File: config.mk
export PLATFORM = sky130hd
export DESIGN_NAME = mmio_uart_ctrl_flat
export DESIGN_NICKNAME = d
export VERILOG_FILES = /design/src/rtl/mmio_uart_ctrl_pkg.sv /design/src/rtl/mmio_uart_ctrl_if.sv /design/src/rtl/sync_fifo.sv /design/src/rtl/mmio_uart_ctrl.sv /design/src/flat_wrapper.sv
export SDC_FILE = /design/constraint.sdc
export NUM_CORES = 1
export LEC_CHECK = 0
export BUFFER_PORTS_ARGS = -buffer_cell sky130_fd_sc_hd__buf_2
export CAP_MARGIN = 20
export CORE_MARGIN = 2
export CORE_UTILIZATION = 30
export CTS_CLUSTER_SIZE = 8
export DETAILED_ROUTE_END_ITERATION = 8
export GPL_ROUTABILITY_DRIVEN = 1
export PLACE_DENSITY = 0.55
export SYNTH_ARGS = -nofsm -noshare
export SYNTH_HDL_FRONTEND = slang
export SYNTH_SLANG_ARGS = --single-unit
File: constraint.sdc
create_clock -name clk -period 2.7 [get_ports clk]
set_input_delay 0.405 -clock clk [delete_from_list [all_inputs] [get_ports clk]]
set_output_delay 0.405 -clock clk [all_outputs]
set_load 0.1 [all_outputs]
File: src/rtl/mmio_uart_ctrl_pkg.sv
// -----------------------------------------------------------------------------
// mmio_uart_ctrl_pkg
// Shared constants for the memory-mapped IO controller: register word offsets
// within the IO region and bit positions inside the STATUS word.
// -----------------------------------------------------------------------------
package mmio_uart_ctrl_pkg;

   // Register word offsets (decoded from mem_adr[ADDR_W+1:2]).
   localparam int unsigned ADR_STATUS   = 0;
   localparam int unsigned ADR_RX_DATA  = 1;
   localparam int unsigned ADR_TX_DATA  = 2;
   localparam int unsigned ADR_CYCLE    = 4;
   localparam int unsigned ADR_INSTR    = 5;
   localparam int unsigned ADR_CNT_RST  = 6;
   localparam int unsigned ADR_IRQ_EN   = 7;
   localparam int unsigned ADR_STAT_CLR = 8;

   // STATUS word layout.
   localparam int unsigned ST_TX_NOT_FULL  = 0;
   localparam int unsigned ST_RX_NOT_EMPTY = 1;
   localparam int unsigned ST_TX_DROP      = 2;
   localparam int unsigned ST_TX_CNT_LSB   = 8;
   localparam int unsigned ST_RX_CNT_LSB   = 16;
   localparam int unsigned ST_CNT_W        = 8;

endpackage

File: src/rtl/mmio_uart_ctrl_if.sv
// -----------------------------------------------------------------------------
// mmio_uart_ctrl_if
// CPU memory-stage side of the IO controller.
//   io_sel  access targets the IO region this cycle
//   rd_en   load request (qualified by io_sel)
//   wea     byte write enables (any bit set with io_sel = store)
//   adr     word address
//   din     store data
//   dout    registered load data, back to the core's load mux
// master = the core, slave = the IO controller.
// -----------------------------------------------------------------------------
interface mmio_uart_ctrl_if #(
   parameter int unsigned ADDR_W = 5,
   parameter int unsigned XLEN   = 32
);
   logic              io_sel;
   logic              rd_en;
   logic [3:0]        wea;
   logic [ADDR_W-1:0] adr;
   logic [XLEN-1:0]   din;
   logic [XLEN-1:0]   dout;

   modport master (output io_sel, rd_en, wea, adr, din, input dout);
   modport slave  (input io_sel, rd_en, wea, adr, din, output dout);
endinterface

File: src/rtl/sync_fifo.sv
// -----------------------------------------------------------------------------
// sync_fifo
// Single-clock FIFO with a registered occupancy count.
//   clk, rst  clock / asynchronous active-low reset (empties the FIFO)
//   push      write wdata; accepted when not full, or when a pop happens
//             in the same cycle
//   pop       remove head entry; ignored while empty
//   full      count == DEPTH
//   empty     count == 0
//   count     entries held, width clog2(DEPTH)+1
//   head      oldest entry (undefined while empty)
// DEPTH must be a power of two so the pointers wrap by natural overflow.
// -----------------------------------------------------------------------------
module sync_fifo #(
   parameter int unsigned WIDTH = 8,
   parameter int unsigned DEPTH = 8
) (
   input  logic                   clk,
   input  logic                   rst,
   input  logic                   push,
   input  logic                   pop,
   input  logic [WIDTH-1:0]       wdata,
   output logic                   full,
   output logic                   empty,
   output logic [$clog2(DEPTH):0] count,
   output logic [WIDTH-1:0]       head
);

   localparam int unsigned PTR_W = $clog2(DEPTH);
   localparam int unsigned CW    = PTR_W + 1;

   logic [WIDTH-1:0] mem_q [DEPTH];
   logic [PTR_W-1:0] wr_ptr_q, wr_ptr_d;
   logic [PTR_W-1:0] rd_ptr_q, rd_ptr_d;
   logic [CW-1:0]    count_q, count_d;
   logic             do_push, do_pop;

   assign full    = (count_q == CW'(DEPTH));
   assign empty   = (count_q == '0);
   assign count   = count_q;
   assign head    = mem_q[rd_ptr_q];

   // When full, a same-cycle pop frees the slot the push is about to overwrite;
   // the popped value has already been consumed combinationally from head.
   assign do_pop  = pop & ~empty;
   assign do_push = push & (~full | do_pop);

   // NOTE: every always_comb output gets a default first so no latch is inferred.
   always_comb begin
      wr_ptr_d = wr_ptr_q;
      rd_ptr_d = rd_ptr_q;
      count_d  = count_q;
      if (do_push) wr_ptr_d = wr_ptr_q + PTR_W'(1);
      if (do_pop)  rd_ptr_d = rd_ptr_q + PTR_W'(1);
      case ({do_push, do_pop})
         2'b10:   count_d = count_q + CW'(1);
         2'b01:   count_d = count_q - CW'(1);
         default: count_d = count_q;
      endcase
   end

   // NOTE: sequential state uses non-blocking assignments so every register
   // samples the pre-edge value of its inputs.
   always_ff @(posedge clk or negedge rst) begin
      if (!rst) begin
         wr_ptr_q <= '0;
         rd_ptr_q <= '0;
         count_q  <= '0;
      end else begin
         wr_ptr_q <= wr_ptr_d;
         rd_ptr_q <= rd_ptr_d;
         count_q  <= count_d;
      end
   end

   // NOTE: storage is deliberately not reset; the pointers define which
   // entries are valid, so resetting the array would only cost flops.
   always_ff @(posedge clk) begin
      if (do_push) mem_q[wr_ptr_q] <= wdata;
   end

endmodule

File: src/rtl/mmio_uart_ctrl.sv
// -----------------------------------------------------------------------------
// mmio_uart_ctrl
// Memory-mapped IO controller for the Riscv151 SoC (0x8000_0000 region).
//   clk, rst     clock / asynchronous active-low reset
//   bus          CPU access port (io_sel, rd_en, wea, adr, din -> dout)
//   instr_valid  one-cycle pulse per retired instruction
//   tx_data/tx_valid/tx_ready  byte stream to the UART transmitter
//   rx_data/rx_valid/rx_ready  byte stream from the UART receiver
//   irq          RX interrupt: irq_en & RX FIFO non-empty
// Loads return one cycle later in dout, reflecting state in the request
// cycle; an RX_DATA load pops the RX FIFO on that same edge.
// -----------------------------------------------------------------------------
module mmio_uart_ctrl
   import mmio_uart_ctrl_pkg::*;
#(
   parameter int unsigned XLEN       = 32,
   parameter int unsigned ADDR_W     = 5,
   parameter int unsigned FIFO_DEPTH = 8,
   parameter int unsigned CNT_W      = 32
) (
   input  logic                 clk,
   input  logic                 rst,
   mmio_uart_ctrl_if.slave      bus,
   input  logic                 instr_valid,
   output logic [7:0]           tx_data,
   output logic                 tx_valid,
   input  logic                 tx_ready,
   input  logic [7:0]           rx_data,
   input  logic                 rx_valid,
   output logic                 rx_ready,
   output logic                 irq
);

   localparam int unsigned FIFO_CW = $clog2(FIFO_DEPTH) + 1;

   // Access decode
   logic [ADDR_W-1:0] adr;
   logic              acc_rd, acc_wr;
   logic              tx_push, rx_pop, cnt_clr, irq_en_wr, stat_clr;

   assign adr       = bus.adr;
   assign acc_rd    = bus.io_sel & bus.rd_en;
   assign acc_wr    = bus.io_sel & (|bus.wea);
   assign tx_push   = acc_wr & bus.wea[0] & (adr == ADDR_W'(ADR_TX_DATA));
   assign cnt_clr   = acc_wr & (adr == ADDR_W'(ADR_CNT_RST));
   assign irq_en_wr = acc_wr & (adr == ADDR_W'(ADR_IRQ_EN));
   assign stat_clr  = acc_wr & (adr == ADDR_W'(ADR_STAT_CLR));

   // Only the low byte of store data is ever consumed.
   logic unused_din;
   assign unused_din = ^bus.din[XLEN-1:8];

   // FIFOs
   logic               tx_full, tx_empty, tx_pop;
   logic [FIFO_CW-1:0] tx_count;
   logic [7:0]         tx_head;
   logic               rx_full, rx_empty, rx_push;
   logic [FIFO_CW-1:0] rx_count;
   logic [7:0]         rx_head;

   assign tx_pop  = ~tx_empty & tx_ready;
   assign rx_push = rx_valid & ~rx_full;
   assign rx_pop  = acc_rd & (adr == ADDR_W'(ADR_RX_DATA)) & ~rx_empty;

   sync_fifo #(.WIDTH(8), .DEPTH(FIFO_DEPTH)) u_tx_fifo (
      .clk   (clk),
      .rst   (rst),
      .push  (tx_push),
      .pop   (tx_pop),
      .wdata (bus.din[7:0]),
      .full  (tx_full),
      .empty (tx_empty),
      .count (tx_count),
      .head  (tx_head)
   );

   sync_fifo #(.WIDTH(8), .DEPTH(FIFO_DEPTH)) u_rx_fifo (
      .clk   (clk),
      .rst   (rst),
      .push  (rx_push),
      .pop   (rx_pop),
      .wdata (rx_data),
      .full  (rx_full),
      .empty (rx_empty),
      .count (rx_count),
      .head  (rx_head)
   );

   // Architectural registers
   logic [XLEN-1:0]  dout_q, dout_d;
   logic [CNT_W-1:0] cycle_q, cycle_d;
   logic [CNT_W-1:0] instr_q, instr_d;
   logic             irq_en_q, irq_en_d;
   logic             tx_drop_q, tx_drop_d;

   logic [XLEN-1:0] status;
   logic [XLEN-1:0] rd_val;

   always_comb begin
      status                                   = '0;
      status[ST_TX_NOT_FULL]                   = ~tx_full;
      status[ST_RX_NOT_EMPTY]                  = ~rx_empty;
      status[ST_TX_DROP]                       = tx_drop_q;
      status[ST_TX_CNT_LSB +: ST_CNT_W]        = ST_CNT_W'(tx_count);
      status[ST_RX_CNT_LSB +: ST_CNT_W]        = ST_CNT_W'(rx_count);
   end

   always_comb begin
      rd_val = '0;
      case (adr)
         ADDR_W'(ADR_STATUS):  rd_val = status;
         ADDR_W'(ADR_RX_DATA): rd_val = rx_empty ? '0 : XLEN'(rx_head);
         ADDR_W'(ADR_CYCLE):   rd_val = XLEN'(cycle_q);
         ADDR_W'(ADR_INSTR):   rd_val = XLEN'(instr_q);
         ADDR_W'(ADR_IRQ_EN):  rd_val = XLEN'(irq_en_q);
         default:              rd_val = '0;
      endcase
   end

   always_comb begin
      dout_d    = acc_rd ? rd_val : dout_q;
      // A clear wins over an increment in the same cycle.
      cycle_d   = cnt_clr ? '0 : cycle_q + CNT_W'(1);
      instr_d   = cnt_clr ? '0 : instr_q + CNT_W'(instr_valid);
      irq_en_d  = irq_en_wr ? bus.din[0] : irq_en_q;
      // A fresh drop in the same cycle as a clear stays visible.
      tx_drop_d = tx_drop_q;
      if (stat_clr) tx_drop_d = 1'b0;
      if (tx_push & tx_full & ~tx_pop) tx_drop_d = 1'b1;
   end

   always_ff @(posedge clk or negedge rst) begin
      if (!rst) begin
         dout_q    <= '0;
         cycle_q   <= '0;
         instr_q   <= '0;
         irq_en_q  <= 1'b0;
         tx_drop_q <= 1'b0;
      end else begin
         dout_q    <= dout_d;
         cycle_q   <= cycle_d;
         instr_q   <= instr_d;
         irq_en_q  <= irq_en_d;
         tx_drop_q <= tx_drop_d;
      end
   end

   assign bus.dout = dout_q;
   assign tx_data  = tx_head;
   assign tx_valid = ~tx_empty;
   assign rx_ready = ~rx_full;
   assign irq      = irq_en_q & ~rx_empty;

endmodule

File: src/flat_wrapper.sv
// flat-port wrapper written by rule: the top's interface ports become plain ports
module mmio_uart_ctrl_flat import mmio_uart_ctrl_pkg::*;
#(
   parameter int unsigned XLEN       = 32,
   parameter int unsigned ADDR_W     = 5,
   parameter int unsigned FIFO_DEPTH = 8,
   parameter int unsigned CNT_W      = 32
)
  (clk, rst, instr_valid, tx_data, tx_valid, tx_ready, rx_data, rx_valid, rx_ready, irq, bus_io_sel, bus_rd_en, bus_wea, bus_adr, bus_din, bus_dout);
  mmio_uart_ctrl_if #(.ADDR_W(ADDR_W), .XLEN(XLEN)) bus_i ();
  input  logic clk;
  input  logic rst;
  input  logic instr_valid;
  output logic [7:0] tx_data;
  output logic tx_valid;
  input  logic tx_ready;
  input  logic [7:0] rx_data;
  input  logic rx_valid;
  output logic rx_ready;
  output logic irq;
  input wire logic [$bits(bus_i.io_sel)-1:0] bus_io_sel;
  input wire logic [$bits(bus_i.rd_en)-1:0] bus_rd_en;
  input wire logic [$bits(bus_i.wea)-1:0] bus_wea;
  input wire logic [$bits(bus_i.adr)-1:0] bus_adr;
  input wire logic [$bits(bus_i.din)-1:0] bus_din;
  output wire logic [$bits(bus_i.dout)-1:0] bus_dout;
  assign bus_i.io_sel = bus_io_sel;
  assign bus_i.rd_en = bus_rd_en;
  assign bus_i.wea = bus_wea;
  assign bus_i.adr = bus_adr;
  assign bus_i.din = bus_din;
  assign bus_dout = bus_i.dout;
  mmio_uart_ctrl #(.XLEN(XLEN), .ADDR_W(ADDR_W), .FIFO_DEPTH(FIFO_DEPTH), .CNT_W(CNT_W)) u_core (.clk(clk), .rst(rst), .bus(bus_i), .instr_valid(instr_valid), .tx_data(tx_data), .tx_valid(tx_valid), .tx_ready(tx_ready), .rx_data(rx_data), .rx_valid(rx_valid), .rx_ready(rx_ready), .irq(irq));
endmodule
==> results.sh, run 1 <==
export IMPL_status="complete, no violations"
export IMPL_seqPwrFrac=0.416
export IMPL_core_area_um2=36400
export IMPL_cts_htree_levels=2
export IMPL_pwr_density_cell_nw_per_um2=902
export IMPL_nets=1021
export IMPL_antenna_found_initial=4
export IMPL_root_buffer="clkbuf_16"
export IMPL_synth_edf_count=128
export IMPL_clock_sinks=246
export IMPL_drt_vias_per_instance=5.08
export IMPL_numPortBuffers=74
export IMPL_maxCapViolCount=0
export IMPL_post_dp_cell_area_um2=12200
export IMPL_yosys_top_cells_area="edfxtp_1 35%, dfrtp_1 27%, mux4_2 6.5%"
export IMPL_wl_per_cell_um=18.4
export IMPL_relSlewSlack=0.566
export IMPL_tightest_slew_ns=0.650
export IMPL_die_h_um=196
export IMPL_pin_count=99
export IMPL_grtUsageTotal=0.140
export IMPL_yosys_area_top_type="edfxtp_1"
export IMPL_synth_flop_cell="edfxtp_1"
export IMPL_cts_resized=0
export IMPL_worst_ep_required_time_ns=2.30
export IMPL_slew_viol_final=0
export IMPL_num_vias=7315
export IMPL_period_share=0.960
export IMPL_drc=0
export IMPL_cts_buffers=36
export IMPL_tns_ns=0
export IMPL_cts_tree="yes"
export IMPL_worstPathArrival_ns=2.19
export IMPL_p_int_w=0.00803
export IMPL_dp_hpwl_um=17400
export IMPL_crit_chain="buf_12, mux4_2, mux2_2, buf_2"
export IMPL_clkPwrFrac=0.341
export IMPL_endpoint_kind="output pin"
export IMPL_setup_viol=0
export IMPL_synth_area_um2=11000
export IMPL_leakage_nw=4.96
export IMPL_hold_path_class="in -> reg"
export IMPL_synth_avg_cell_area_um2=13.2
export IMPL_ys_ff_latch=246
export IMPL_yosys_warnings=0
export IMPL_finalWeightedCongestion=0.764
export IMPL_fp_dieArea_um2=38400
export IMPL_dieWidth_um=196
export IMPL_clk_pin_slew_ns=0.05
export IMPL_cts_buffer_depth=3
export IMPL_rows=70
export IMPL_slowest_delay_ns=0.52
export IMPL_max_freq_mhz=386
export IMPL_synth_nets=904
export IMPL_final_min_clock_period_ns=2.59
export IMPL_swShare=0.329
export IMPL_drive_gt1_frac=0.238
export IMPL_rsz0062_at_grt="false"
export IMPL_combinationalPowerShare=0.243
export IMPL_grt_pass1_vias=7211
export IMPL_irDropWorstVdd_v=0.000660
export IMPL_grt_overflow=0
export IMPL_drt_iter0_drc=448
export IMPL_drtPass1Iterations=5
export IMPL_start_util=0.303
export IMPL_total_power_w=0.0120
export IMPL_synthCells=835
export IMPL_clk_latency_ns=0.51
export IMPL_async_flop_share=0.480
export IMPL_grt_first_pass_wirelength_um=41900
export IMPL_seq_area_frac_synth=0.615
export IMPL_fin_skew_ns=0.0110
export IMPL_hold_viol_final=0
export IMPL_syn_to_final_growth_pct=20.1
export IMPL_start_kind="flop"
export IMPL_slowest_stage="mux4_2"
export IMPL_p_sw_w=0.00394
export IMPL_cts_hold_fix_buffers=1
export IMPL_critPathMaxFanout=18
export IMPL_cts_setup_buffers=0
export IMPL_synth_distinct_cells=66
export IMPL_antenna_diode_count=0
export IMPL_grt_max_degree=56
export IMPL_worst_setup_path_type="reg -> out"
export IMPL_stdcell_area_um2=13300
export IMPL_synth_top_area_frac=0.348
export IMPL_drt_wl_total_um=26500
export IMPL_ant_nets=0
==> per-layer routing <==
layer | vias up | track usage | part of all wire
met2 | 159 | 0.212 | 0.44
met5 | - | 0 | 0.0013
met1 | 3670 | 0.201 | 0.48
li1 | 3434 | - | -
met4 | 6 | 0.0384 | 0.019
met3 | 46 | 0.0339 | 0.051
==> state kept, by name (all words and copies together) (netlist names) <==
| register | cells |
|---|---|
| u_core.u_rx_fifo.mem_q | 64 |
| u_core.u_tx_fifo.mem_q | 64 |
| u_core.bus.dout | 32 |
| u_core.cycle_q | 32 |
| u_core.instr_q | 32 |
| u_core.u_rx_fifo.count | 4 |
| u_core.u_tx_fifo.count | 4 |
| u_core.u_rx_fifo.rd_ptr_q | 3 |
| u_core.u_rx_fifo.wr_ptr_q | 3 |
| u_core.u_tx_fifo.rd_ptr_q | 3 |
| u_core.u_tx_fifo.wr_ptr_q | 3 |
| u_core.irq_en_q | 1 |
| u_core.tx_drop_q | 1 |
==> power groups by stage <==
stage	clock network, W	registers (W)	logic [W]
global route	0.00437	0.00505	0.00316
finish	0.00408	0.00498	0.00291
global placement	0	0.00504	0.00292
floorplan	0	0.00493	0.00227
CTS	0.00420	0.00498	0.00296
detailed placement	0	0.00505	0.00295
==> metrics by stage <==
| stage | utilization | setup WS (ns) | instances | hold slack, ns |
|---|---|---|---|---|
| detailed placement | 0.336 | 0.121 | 1381 | 0.429 |
| global route | 0.364 | 0.0216 | 1440 | 0.160 |
| finish | 0.364 | 0.108 | 1440 | 0.167 |
| CTS | 0.364 | 0.0473 | 1440 | 0.149 |
| floorplan | - | 0.110 | 835 | 0.109 |
| global placement | 0.336 | 0.136 | 1381 | 0.428 |
==> placed cells by master (no fill, tap or decap), types with 5 or more instances in the layout <==
cell type / Yosys / final
dfrtp_1: 118 / 118
and3_1: 15 / 14
or4_1: 18 / 18
ha_1: 12 / 12
nand4_1: 14 / 14
nand3_1: 23 / 23
mux4_2: 32 / 32
clkbuf_1: 33 / 19
buf_2: 5 / 73
xnor2_1: 29 / 29
or3_1: 13 / 13
nor4_1: 10 / 9
o22ai_1: 5 / 5
and4_1: 8 / 8
o21ai_0: 38 / 38
buf_4: 0 / 51
a22oi_1: 16 / 16
inv_1: 16 / 16
a221oi_1: 14 / 14
o31ai_1: 17 / 17
a21oi_1: 39 / 39
mux2i_1: 10 / 10
edfxtp_1: 128 / 128
nor3_1: 20 / 19
nor3b_1: 7 / 7
and2_1: 6 / 6
nor2_1: 36 / 36
xor2_1: 13 / 13
clkbuf_16: 0 / 37
o21a_1: 5 / 5
mux2_2: 15 / 15
nand2_1: 63 / 63
==> critical path, delay by kind of cell, from the launching register on <==
kind	cells	cell delay, ns
flip-flops	1	0.37
buffers and inverters	2	0.50
multiplexers	2	0.81
==> kinds of logic (layout without fill, tap and decap cells) <==
family                     after synthesis  count (layout)  synth area share
xor gates and xnor gates                42              42            0.0333
muxes                                   57              57            0.0896
buffers and inverters                   66             203            0.0265
AOI/OAI and AO/OA                      152             152            0.0881
DFF                                    246             246             0.615
and+or+nand+nor                        259             259             0.132
adders and majority gates               13              13            0.0154
==> path summary, 6_finish.rpt <==
path / cells after the start / to / slack (ns) / from
min reg2reg: 2 / u_core.bus.dout[26]$_DFFE_PN0P_ / 0.47 / u_core.bus.dout[26]$_DFFE_PN0P_
max: 4 / tx_data[1] / 0.11 / u_core.u_tx_fifo.rd_ptr_q[0]$_DFFE_PN0P_
max reg2reg: 8 / u_core.u_tx_fifo.count[3]$_DFFE_PN0P_ / 0.41 / u_core.u_tx_fifo.count[0]$_DFFE_PN0P_
max in group asynchronous: 3 / u_core.bus.dout[0]$_DFFE_PN0P_ / 1.42 / rst
min: 1 / u_core.u_rx_fifo.mem_q[7][6]$_DFFE_PP_ / 0.17 / rx_data[6]
min in group asynchronous: 2 / u_core.bus.dout[19]$_DFFE_PN0P_ / 0.43 / rst
==> area by class of cell <==
cell class,instances,area [um^2]
clock buffers,56,997
clock inverters,2,17.5
fillers,3579,23200
inverters,17,63.8
multi-input cells,523,3990
flip-flops and latches,246,6800
well taps,468,586
repair buffers,128,818
==> cells in the mapped netlist, drive strengths merged (2+ instances only) <==
cell type,instances
nor3,21
or4,20
buf,13
nand3b,2
inv,17
nand2,63
a221oi,14
or3,13
o21a,5
nand3,25
ha,12
nor3b,7
o211ai,2
o31ai,17
nor4b,4
a21oi,39
o311ai,2
and3b,3
nand4,16
mux4,32
mux2,15
and2,6
and4,8
a211oi,2
o21ai,38
and3,16
xor2,13
a31oi,4
nor2b,3
a21o,2
xnor2,29
dfrtp,118
nor4,10
edfxtp,128
mux2i,10
o22ai,5
nand2b,2
nor2,36
a22oi,16
clkbuf,35
Power figures use the tool's default switching activity.
==> run 2, diff against run 1 <==
- PLACE_DENSITY: 0.55 -> not set
- PLACE_DENSITY_LB_ADDON: not set -> 0.12
==> results.sh, run 2 (same netlist as run 1, synthesis figures left out) <==
export IMPL_ant_nets=0
export IMPL_cts_resized=0
export IMPL_hold_depth=1
export IMPL_rows=70
export IMPL_p_sw_w=0.00407
export IMPL_ff2ff_setup_slack_ns=0.38
export IMPL_num_vias=7240
export IMPL_grtUsageTotal=0.153
export IMPL_grt_max_degree=53
export IMPL_stdcell_area_um2=13400
export IMPL_hold_path_end="u_core.u_rx_fifo.mem_q[5][4]$_DFFE_PP_"
export IMPL_wl_per_cell_um=19.6
export IMPL_status="complete, no violations"
export IMPL_hold_path_class="in -> reg"
export IMPL_drt_wl_total_um=28500
export IMPL_drtPass1Iterations=5
export IMPL_dp_hpwl_um=18900
export IMPL_clock_sinks=246
export IMPL_setup_viol=0
export IMPL_die_h_um=196
export IMPL_grt_first_pass_wirelength_um=44200
export IMPL_seqPwrFrac=0.411
export IMPL_clkPwrFrac=0.349
export IMPL_critPathBufInv=2
export IMPL_clk_pin_slew_ns=0.05
export IMPL_rr_endpoint="u_core.u_tx_fifo.count[3]$_DFFE_PN0P_"
export IMPL_final_cell_mix="128 x edfxtp_1, 118 x dfrtp_1, 73 x buf_2"
export IMPL_crit_chain="buf_12, mux4_2, mux2_2, buf_2"
export IMPL_slowest_stage="mux4_2"
export IMPL_cts_tree="yes"
export IMPL_p_int_w=0.00807
export IMPL_endpoint_kind="output pin"
export IMPL_preCtsSetupSlack_ns=0.0713
export IMPL_dp_cells=1387
export IMPL_max_freq_mhz=385
export IMPL_nets=1028
export IMPL_cts_htree_levels=2
export IMPL_period_share=0.963
export IMPL_r2r_start="u_core.u_tx_fifo.count[2]$_DFFE_PN0P_"
export IMPL_final_setup_worst_slack_ns=0.0994
export IMPL_leakage_nw=5.01
export IMPL_relSlewSlack=0.422
export IMPL_nFillCells=3564
export IMPL_pwr_density_cell_nw_per_um2=909
export IMPL_cts_buffers=37
export IMPL_drc=0
export IMPL_clk_latency_ns=0.55
export IMPL_worst_setup_path_type="reg -> out"
export IMPL_antenna_found_initial=5
export IMPL_tns_ns=0
export IMPL_critPathMaxFanout=18
export IMPL_worst_ep_required_time_ns=2.30
export IMPL_final_common_cell="edfxtp_1"
export IMPL_tightest_slew_ns=0.864
export IMPL_pin_count=99
export IMPL_layout_cells_non_filler=1450
export IMPL_slowest_delay_ns=0.52
export IMPL_syn_to_final_growth_pct=20.9
export IMPL_numPortBuffers=74
export IMPL_grt_overflow=0
export IMPL_cts_setup_buffers=0
export IMPL_core_area_um2=36400
export IMPL_root_buffer="clkbuf_16"
export IMPL_start_kind="flop"
export IMPL_finalWeightedCongestion=0.747
export IMPL_rsz0062_at_grt="false"
export IMPL_grt_pass1_vias=7313
export IMPL_maxCapViolCount=0
export IMPL_total_power_w=0.0121
export IMPL_start_util=0.303
export IMPL_slew_viol_final=0
export IMPL_drive_gt1_frac=0.245
export IMPL_top_regs="u_core.u_rx_fifo.mem_q x64, u_core.u_tx_fifo.mem_q x64"
export IMPL_ff2ff_path_depth=8
export IMPL_swShare=0.335
export IMPL_hold_start="rx_data[4]"
export IMPL_critPathTopFamily="multiplexers"
export IMPL_combinationalPowerShare=0.240
export IMPL_drt_iter0_drc=387
export IMPL_final_min_clock_period_ns=2.60
export IMPL_drt_vias_per_instance=4.99
export IMPL_irDropWorstVdd_v=0.000438
export IMPL_fp_dieArea_um2=38400
export IMPL_worstPathArrival_ns=2.20
export IMPL_hold_viol_final=0
export IMPL_dieWidth_um=196
export IMPL_cts_buffer_depth=3
export IMPL_post_dp_cell_area_um2=12300
export IMPL_fin_skew_ns=0.0241
-- run 2: cell types whose count changed in the layout (fill, tap and decap cells not counted), sizes merged --
| cell | before | now |
|---|---|---|
| buf | 127 | 133 |
| inv | 19 | 18 |
| clkinv | 0 | 3 |
| clkbuf | 56 | 57 |
| diode | 0 | 1 |
-- run 2: what timing repair did --
item | 4_1_cts | 5_1_grt
endpoints found under the setup margin | 0 | 0
endpoints found under the hold margin | 44 | 0
hold buffers | 1 | 0
-- run 2: final cells by class --
cell class                 count  area (um^2)  area share
antenna                        1         2.50    0.000187
inverter                      17         63.8     0.00478
sequential                   246         6800       0.509
multi-input combinational    523         4000       0.299
clock inverter                 4         50.0     0.00375
clock buffer                  57         1000      0.0749
tap                          468          586      0.0438
timing repair buffer         134          863      0.0646
-- run 2: through the flow --
stage                      util  hold WS, ns
final                     0.367        0.131
after global routing      0.367        0.127
after CTS                 0.367        0.104
after detailed placement  0.338        0.467
after global placement    0.338        0.459
after floorplan               -        0.109
-- run 2: worst max path at each step --
stage	from	end	depth (start not counted)
3_5_place_dp	bus_adr[3]	u_core.u_rx_fifo.count[2]$_DFFE_PN0P_	12
2_1_floorplan	bus_adr[0]	u_core.u_tx_fifo.mem_q[6][0]$_DFFE_PP_	5
6_report	u_core.u_tx_fifo.rd_ptr_q[0]$_DFFE_PN0P_	tx_data[0]	4
3_3_place_gp	bus_adr[3]	u_core.u_rx_fifo.count[2]$_DFFE_PN0P_	12
4_1_cts	u_core.u_tx_fifo.rd_ptr_q[0]$_DFFE_PN0P_	tx_data[0]	4
5_1_grt	u_core.u_tx_fifo.rd_ptr_q[0]$_DFFE_PN0P_	tx_data[2]	4
-- run 2: routing by layer --
metal / routed length [um] / vias up / track usage
met2: 12900 / 144 / 0.236
met4: 602 / 4 / 0.0457
li1: - / 3451 / -
met3: 1450 / 44 / 0.0383
met5: 25 / - / 0
met1: 13500 / 3597 / 0.212
-- run 2: power groups by stage --
| stage | Combinational, W | Clock, W | Sequential [W] |
|---|---|---|---|
| 2_1_floorplan | 0.00227 | 0 | 0.00493 |
| 3_3_place_gp | 0.00295 | 0 | 0.00506 |
| 3_5_place_dp | 0.00297 | 0 | 0.00506 |
| 4_1_cts | 0.00298 | 0.00438 | 0.00500 |
| 5_1_grt | 0.00316 | 0.00454 | 0.00507 |
| 6_report | 0.00291 | 0.00424 | 0.00499 |
